==> config.mk <==
export PLATFORM = sky130hd
export DESIGN_NAME = retire_ctrl
export DESIGN_NICKNAME = d
export VERILOG_FILES = /design/src/rtl/retire_pkg.sv /design/src/rtl/retire_scan.sv /design/src/rtl/retire_ctrl.sv
export SDC_FILE = /design/constraint.sdc
export NUM_CORES = 1
export LEC_CHECK = 0
export ABC_AREA = 1
export BUFFER_PORTS_ARGS = -buffer_cell sky130_fd_sc_hd__buf_2
export CORE_AREA = 2 2 238 240
export CTS_CLUSTER_SIZE = 12
export DETAILED_ROUTE_END_ITERATION = 8
export DIE_AREA = 0 0 240 242
export GPL_TIMING_DRIVEN = 0
export PLACE_DENSITY_LB_ADDON = 0.2
export SETUP_SLACK_MARGIN = 0.05
export SYNTH_ARGS = -nofsm -noshare
export SYNTH_HDL_FRONTEND = slang
export SYNTH_SLANG_ARGS = --single-unit
==> constraint.sdc <==
create_clock -name clock -period 3.5 [get_ports clock]
set_clock_uncertainty 0.05 [all_clocks]
set_input_delay 0.35 -clock clock [delete_from_list [all_inputs] [get_ports clock]]
set_output_delay 0.35 -clock clock [all_outputs]
set_load 0.005 [all_outputs]
==> src/rtl/retire_pkg.sv <==
// retire_pkg: shared types, widths and helpers for the commit stage.
//   - W (retire width) is 4 and PHYS_REGS (physical registers) is 64.
//   - rob_entry_t : one ROB head-window entry (ROB_ENTRY).
//   - rob_idx_t   : ROB index (ROB_IDX), addr_t : fetch address (ADDR).
//   - retire_state_t : commit FSM states.
//   - is_mispred() : branch outcome disagrees with the prediction.
package retire_pkg;

  localparam int W          = 4;
  localparam int PHYS_REGS  = 64;

  localparam int ARCH_COUNT = 32;
  localparam int ARW        = $clog2(ARCH_COUNT);
  localparam int PRW        = (PHYS_REGS > 1) ? $clog2(PHYS_REGS) : 1;
  localparam int ROB_IDX_W  = 5;
  localparam int ADDR_W     = 32;
  localparam int CNTW       = $clog2(W + 1);
  localparam int SLW        = (W > 1) ? $clog2(W) : 1;

  typedef logic [ADDR_W-1:0]    addr_t;
  typedef logic [ROB_IDX_W-1:0] rob_idx_t;

  typedef struct packed {
    logic           complete;
    logic           halt;
    logic           branch;
    logic           pred_taken;
    logic           branch_taken;
    addr_t          pc;
    addr_t          pred_target;
    addr_t          branch_target;
    logic [ARW-1:0] arch_rd;
    logic [PRW-1:0] phys_rd;
    logic [PRW-1:0] prev_phys_rd;
    rob_idx_t       rob_idx;
  } rob_entry_t;

  typedef enum logic [1:0] {
    RS_RUN,
    RS_RECOVER,
    RS_HALTED
  } retire_state_t;

  // A taken branch also mispredicts when it went to a different target.
  function automatic logic is_mispred(input rob_entry_t e);
    return e.branch &&
           ((e.pred_taken != e.branch_taken) ||
            (e.branch_taken && (e.pred_target != e.branch_target)));
  endfunction

endpackage

==> src/rtl/retire_scan.sv <==
// retire_scan: combinational in-order scan of the ROB head window.
//   Slot W-1 is the oldest. The scan retires consecutive valid+complete
//   slots and stops after a mispredicted branch or a halt (both of which
//   retire themselves), or at the first slot that cannot retire.
// Ports:
//   head_entries / head_valids : ROB head window
//   retire_mask                : slots that retire this cycle
//   retire_cnt                 : number of retiring slots
//   mispred_slot/mispred_valid : the retiring mispredicted branch, if any
//   halt_hit                   : a halt retires this cycle
module retire_scan
  import retire_pkg::*;
(
  input  rob_entry_t [W-1:0] head_entries,
  input  logic [W-1:0]       head_valids,
  output logic [W-1:0]       retire_mask,
  output logic [CNTW-1:0]    retire_cnt,
  output logic [SLW-1:0]     mispred_slot,
  output logic               mispred_valid,
  output logic               halt_hit
);

  logic stop;
  logic unused_fields;

  // NOTE: every variable gets a default before the loop; a path that leaves
  // one unassigned would infer a latch.
  always_comb begin
    retire_mask   = '0;
    retire_cnt    = '0;
    mispred_slot  = '0;
    mispred_valid = 1'b0;
    halt_hit      = 1'b0;
    stop          = 1'b0;
    for (int i = W - 1; i >= 0; i--) begin
      if (!stop) begin
        if (head_valids[i] && head_entries[i].complete) begin
          retire_mask[i] = 1'b1;
          retire_cnt     = retire_cnt + CNTW'(1);
          if (is_mispred(head_entries[i])) begin
            mispred_valid = 1'b1;
            mispred_slot  = SLW'(i);
            stop          = 1'b1;
          end
          if (head_entries[i].halt) begin
            halt_hit = 1'b1;
            stop     = 1'b1;
          end
        end else begin
          stop = 1'b1;
        end
      end
    end
  end

  // Payload fields are consumed by retire_ctrl, not by the scan.
  always_comb begin
    unused_fields = 1'b0;
    for (int i = 0; i < W; i++) begin
      unused_fields = unused_fields ^ (^{head_entries[i].pc, head_entries[i].arch_rd,
                                         head_entries[i].phys_rd, head_entries[i].prev_phys_rd,
                                         head_entries[i].rob_idx});
    end
  end

endmodule

==> src/rtl/retire_ctrl.sv <==
// retire_ctrl: commit stage between the ROB head window and the arch map,
//   freelist and fetch. Retires up to W in-order entries per cycle with
//   0-cycle latency, truncates at the first mispredicted branch, then blocks
//   retire for RECOVER_CYC cycles (RECOVER); a retired halt is sticky (HALTED).
// Ports:
//   clock, reset (synchronous, active-high)
//   head_entries / head_valids       : ROB head window (slot W-1 oldest)
//   rob_retire_cnt                   : entries popped from the ROB
//   rob_mispredict / rob_mispred_idx : flush younger than this ROB index
//   redirect_valid / redirect_pc     : fetch redirect
//   BPRecoverEN                      : map table precise->spec copy
//   Arch_Retire_EN/AR/Tnew_in        : arch map commit per slot
//   FL_RetireEN / FL_RetireReg       : freelist returns per slot
//   halted                           : sticky halt indication
// Build option RETIRE_PERF_EN adds perf_retired, perf_mispred, perf_stall.
module retire_ctrl
  import retire_pkg::*;
#(
  parameter int RECOVER_CYC = 2
) (
  input  logic                    clock,
  input  logic                    reset,
  input  rob_entry_t [W-1:0]      head_entries,
  input  logic [W-1:0]            head_valids,
  output logic [CNTW-1:0]         rob_retire_cnt,
  output logic                    rob_mispredict,
  output rob_idx_t                rob_mispred_idx,
  output logic                    redirect_valid,
  output addr_t                   redirect_pc,
  output logic                    BPRecoverEN,
  output logic [W-1:0]            Arch_Retire_EN,
  output logic [W-1:0][ARW-1:0]   Arch_Retire_AR,
  output logic [W-1:0][PRW-1:0]   Arch_Retire_Tnew_in,
  output logic [W-1:0]            FL_RetireEN,
  output logic [W-1:0][PRW-1:0]   FL_RetireReg,
  output logic                    halted
`ifdef RETIRE_PERF_EN
  ,
  output logic [63:0]             perf_retired,
  output logic [31:0]             perf_mispred,
  output logic [31:0]             perf_stall
`endif
);

  localparam int RCW = $clog2(RECOVER_CYC + 1);

  retire_state_t  state_q, state_d;
  logic [RCW-1:0] rcnt_q, rcnt_d;

  logic [W-1:0]    scan_mask;
  logic [CNTW-1:0] scan_cnt;
  logic [SLW-1:0]  scan_mp_slot;
  logic            scan_mp_valid;
  logic            scan_halt;
  rob_entry_t      mp_entry;

  retire_scan u_scan (
    .head_entries  (head_entries),
    .head_valids   (head_valids),
    .retire_mask   (scan_mask),
    .retire_cnt    (scan_cnt),
    .mispred_slot  (scan_mp_slot),
    .mispred_valid (scan_mp_valid),
    .halt_hit      (scan_halt)
  );

  assign mp_entry = head_entries[scan_mp_slot];

  always_comb begin
    state_d             = state_q;
    rcnt_d              = rcnt_q;
    rob_retire_cnt      = '0;
    rob_mispredict      = 1'b0;
    rob_mispred_idx     = '0;
    redirect_valid      = 1'b0;
    redirect_pc         = '0;
    BPRecoverEN         = 1'b0;
    Arch_Retire_EN      = '0;
    Arch_Retire_AR      = '0;
    Arch_Retire_Tnew_in = '0;
    FL_RetireEN         = '0;
    FL_RetireReg        = '0;
    halted              = 1'b0;
    // Outputs stay quiet during reset so the ROB never pops a stale window.
    if (!reset) begin
      unique case (state_q)
        RS_RUN: begin
          rob_retire_cnt = scan_cnt;
          for (int i = 0; i < W; i++) begin
            // r0 has no mapping to commit or physical register to free.
            if (scan_mask[i] && (head_entries[i].arch_rd != '0)) begin
              Arch_Retire_EN[i]      = 1'b1;
              Arch_Retire_AR[i]      = head_entries[i].arch_rd;
              Arch_Retire_Tnew_in[i] = head_entries[i].phys_rd;
              FL_RetireEN[i]         = 1'b1;
              FL_RetireReg[i]        = head_entries[i].prev_phys_rd;
            end
          end
          if (scan_mp_valid) begin
            rob_mispredict  = 1'b1;
            rob_mispred_idx = mp_entry.rob_idx;
            redirect_valid  = 1'b1;
            redirect_pc     = mp_entry.branch_taken ? mp_entry.branch_target
                                                    : mp_entry.pc + ADDR_W'(4);
            state_d         = RS_RECOVER;
            rcnt_d          = RCW'(RECOVER_CYC);
          end
          // A halt wins over recovery; the mispredict pulses above still fire.
          if (scan_halt) begin
            state_d = RS_HALTED;
          end
        end
        RS_RECOVER: begin
          // The copy waits one cycle so the branch's own commit lands first.
          BPRecoverEN = (rcnt_q == RCW'(RECOVER_CYC));
          rcnt_d      = rcnt_q - RCW'(1);
          if (rcnt_q == RCW'(1)) begin
            state_d = RS_RUN;
          end
        end
        RS_HALTED: begin
          halted = 1'b1;
        end
        default: begin
          state_d = RS_RUN;
        end
      endcase
    end
  end

  // NOTE: registers use non-blocking assignments so every flop samples the
  // pre-edge value of its _d input regardless of statement order.
  always_ff @(posedge clock) begin
    if (reset) begin
      state_q <= RS_RUN;
      rcnt_q  <= '0;
    end else begin
      state_q <= state_d;
      rcnt_q  <= rcnt_d;
    end
  end

`ifdef RETIRE_PERF_EN
  logic [63:0] perf_retired_q, perf_retired_d;
  logic [31:0] perf_mispred_q, perf_mispred_d;
  logic [31:0] perf_stall_q, perf_stall_d;

  always_comb begin
    perf_retired_d = perf_retired_q + 64'(rob_retire_cnt);
    perf_mispred_d = perf_mispred_q + 32'(rob_mispredict);
    perf_stall_d   = perf_stall_q;
    if ((state_q == RS_RUN) && head_valids[W-1] && (rob_retire_cnt == '0)) begin
      perf_stall_d = perf_stall_q + 32'd1;
    end
  end

  always_ff @(posedge clock) begin
    if (reset) begin
      perf_retired_q <= '0;
      perf_mispred_q <= '0;
      perf_stall_q   <= '0;
    end else begin
      perf_retired_q <= perf_retired_d;
      perf_mispred_q <= perf_mispred_d;
      perf_stall_q   <= perf_stall_d;
    end
  end

  assign perf_retired = perf_retired_q;
  assign perf_mispred = perf_mispred_q;
  assign perf_stall   = perf_stall_q;
`endif

endmodule
==> metrics.cfg <==
[synthesis]
ys_warn_count=0
syn_area_sq_mm=0.007645
synth_top_cell_by_area=nand2_1
avgSynthCellArea_sq_um=4.667
ys.flop_type=dfxtp_1
synthTopCellsByArea=nand2_1 (24%), inv_1 (15%), nor2_1 (11%), nand3_1 (10%), o21ai_0 (6.8%)
ys_ff_latch=4
syn_nets=2141
synth_edf_count=0
seq_area_frac_synth_pct=1.047
syn_inst=1638
yosysUniqueCellTypes=53
synth.top_cell.area_share_pct=23.52
async_flop_share_pct=0

[clock_tree]
path_clk_slew_ps=30
clk_path_buf_depth=2
cts-htree-levels=1
cts_buffers=3
insertion_delay_ps=230
cts_num_sinks=4
cts_hold_buffers=0
cts_tree=yes
cts_root_buf=clkbuf_16

[run_status]
violations=negative setup slack
outcome=complete, but fails checks

[floorplan]
fp.dieH_um=242
fp.dieW_um=240
ios=618
rows=87
design.core.area_sq_mm=0.05573
dieArea_sq_mm=0.05808
start_util_pct=13.72

[worst_setup_path]
crit_chain=buf_12 -> xor2_4 -> nor2_4 -> nand3_4 -> nor2_4 -> nand3_4 -> nand2_4 -> nand3_4 -> nor2_8 -> nand2_8 -> nand2_8 -> buf_12 -> buf_8 -> o211ai_1 -> nand2_2 -> ha_4 -> nand2_4 -> nor3_4 -> nand2_1 -> xor2_1 -> a21oi_1 -> buf_2
critPathRequiredTime_ps=3100
worst-path-max-fanout=6
start_kind=primary input
cp_slowest_cell=nor3_4
cpMostUsedCell=nand3_4
cp-end-kind=output port
cp.arrival_ps=3470
max_stage_delay_ps=270
worst-setup-path-type=in -> out

[cells_and_area]
final_common_cell=buf_2
drive_above_1_share_pct=52.06
antennaDiodeCount=0
area_growth_pct=111.0
nets=2881
finalInstanceArea_sq_mm=0.01613
layout_common_cells=buf_2 (589), nand2_1 (334), inv_1 (280)

[flow_run]
cap_viol_max_count=0

[drt]
ant_nets=0
routedWlPerCell_um=22.43
drt_iter0_markers=652
drt_wl_total_mm=70.25
viasPerCell=4.367
drc=0
first_pass_iters=5
vias=13678

[sta]
hold_violations=0
finalSetupViolations=34
slew_viol_final=0
rsz0062_at_grt=true
maxSlewHeadroom_pct=45.79
tns_ps=-7373
setup_slack_ps=-373.0
timing.final.crit_share_pct=110.7
tightest_slew_ps=812.3
fmax_mhz=258.2
fin_crit_ps=3873

[placed_design]
port_buffers=617
dpl_cell_area_sq_mm=0.01168
dp_hpwl_mm=58.86
gp_congestion=0.9191
place_ws_ps=-2375

[min_path]
hold_path.class=in -> reg

[global_routing]
grt_max_degree=12
grt-ovfl-total=0
grt_usage_pct=22.81
grt_pass1_vias=13800
antenna_found_initial=5
grt_pass1_wl_mm=95.70

[power_and_ir_drop]
peakVddDrop_mv=0.1804
power_mw=2.133
cellLeakagePower_nw=8.845
power_density_mw_per_mm2=132.2

[registers in the layout (all words and copies together), names as in the netlist]
register  flops
state_q       2
rcnt_q        2
[final timing paths]
kind / slack (ps) / cells after the start / endpoint / startpoint
max reg2reg: 2420 / 4 / rcnt_q[1] / rcnt_q[0]
min reg2reg: 520 / 3 / rcnt_q[0] / rcnt_q[0]
min: 320 / 2 / state_q[0] / reset
max: -370 / 22 / redirect_pc[16] / head_entries[411]
[cell families (layout without fill, tap and decap cells)]
logic type / after synthesis / count (layout) / share of synthesized area [%]
xor+xnor: 60 / 60 / 6.874
compound gates: 234 / 234 / 17.58
simple gates: 948 / 949 / 53.18
buf+inv: 387 / 1124 / 20.51
flops: 4 / 4 / 1.048
fa+ha+maj: 5 / 5 / 0.8183
[cells in the mapped netlist (all sizes together), types with 9 or more instances]
cell type,n
o22ai,9
nor2,235
xnor2,22
inv,311
nor3,14
nand3b,29
o21ai,111
clkbuf,24
buf,51
nand3,157
a21oi,66
xor2,38
nand4,13
nand2,484
[metrics by stage]
| step | cells | hold WS [ps] | util [%] |
|---|---|---|---|
| after floorplan | 1638 | 371.2 | - |
| after global placement | 3011 | 482.2 | 20.95 |
| after detailed placement | 3011 | 507.5 | 20.95 |
| after CTS | 3099 | 317.6 | 26.51 |
| after global routing | 3132 | 326.7 | 28.94 |
| final | 3132 | 317.0 | 28.94 |
[worst max-delay path, delay by kind of cell]
family                   cells  cell delay, ps
AO/OA/AOI/OAI                2             250
adder cells (fa/ha/maj)      1             190
AND/OR/NAND/NOR             13            1780
XOR/XNOR                     2             340
buffers and inverters        4             550
[layout make-up]
type,instances,area [sq um]
inverters,312,1231
flip-flops and latches,4,80.08
fillers,6435,39600
well taps,756,945.9
clock buffers,3,75.07
multi-input cells,1248,8274
repair buffers,737,4617
repair inverters,1,8.758
plain buffers,71,899.6
[per-layer routing]
| layer | wire length (um) | vias to the layer above | global-route usage (%) |
|---|---|---|---|
| li1 | - | 6593 | - |
| met1 | 29250 | 6531 | 28.21 |
| met2 | 36250 | 513 | 42.75 |
| met3 | 4204 | 35 | 3.464 |
| met4 | 505 | 6 | 1.626 |
| met5 | 34 | - | 0 |
[report_power, final]
part           switching [mW]  internal (mW)
combinational            1.10          0.804
sequential            0.00181         0.0489
clock                  0.0339          0.146
total                    1.13           1.00
[repair_timing]
item | in CTS | in global routing
buffers inserted | 72 | 38
gates cloned | 13 | 1
pin swaps | 163 | 152
resized for setup | 562 | 295
setup endpoints to repair | 63 | 51
Power figures use the tool's default switching activity.
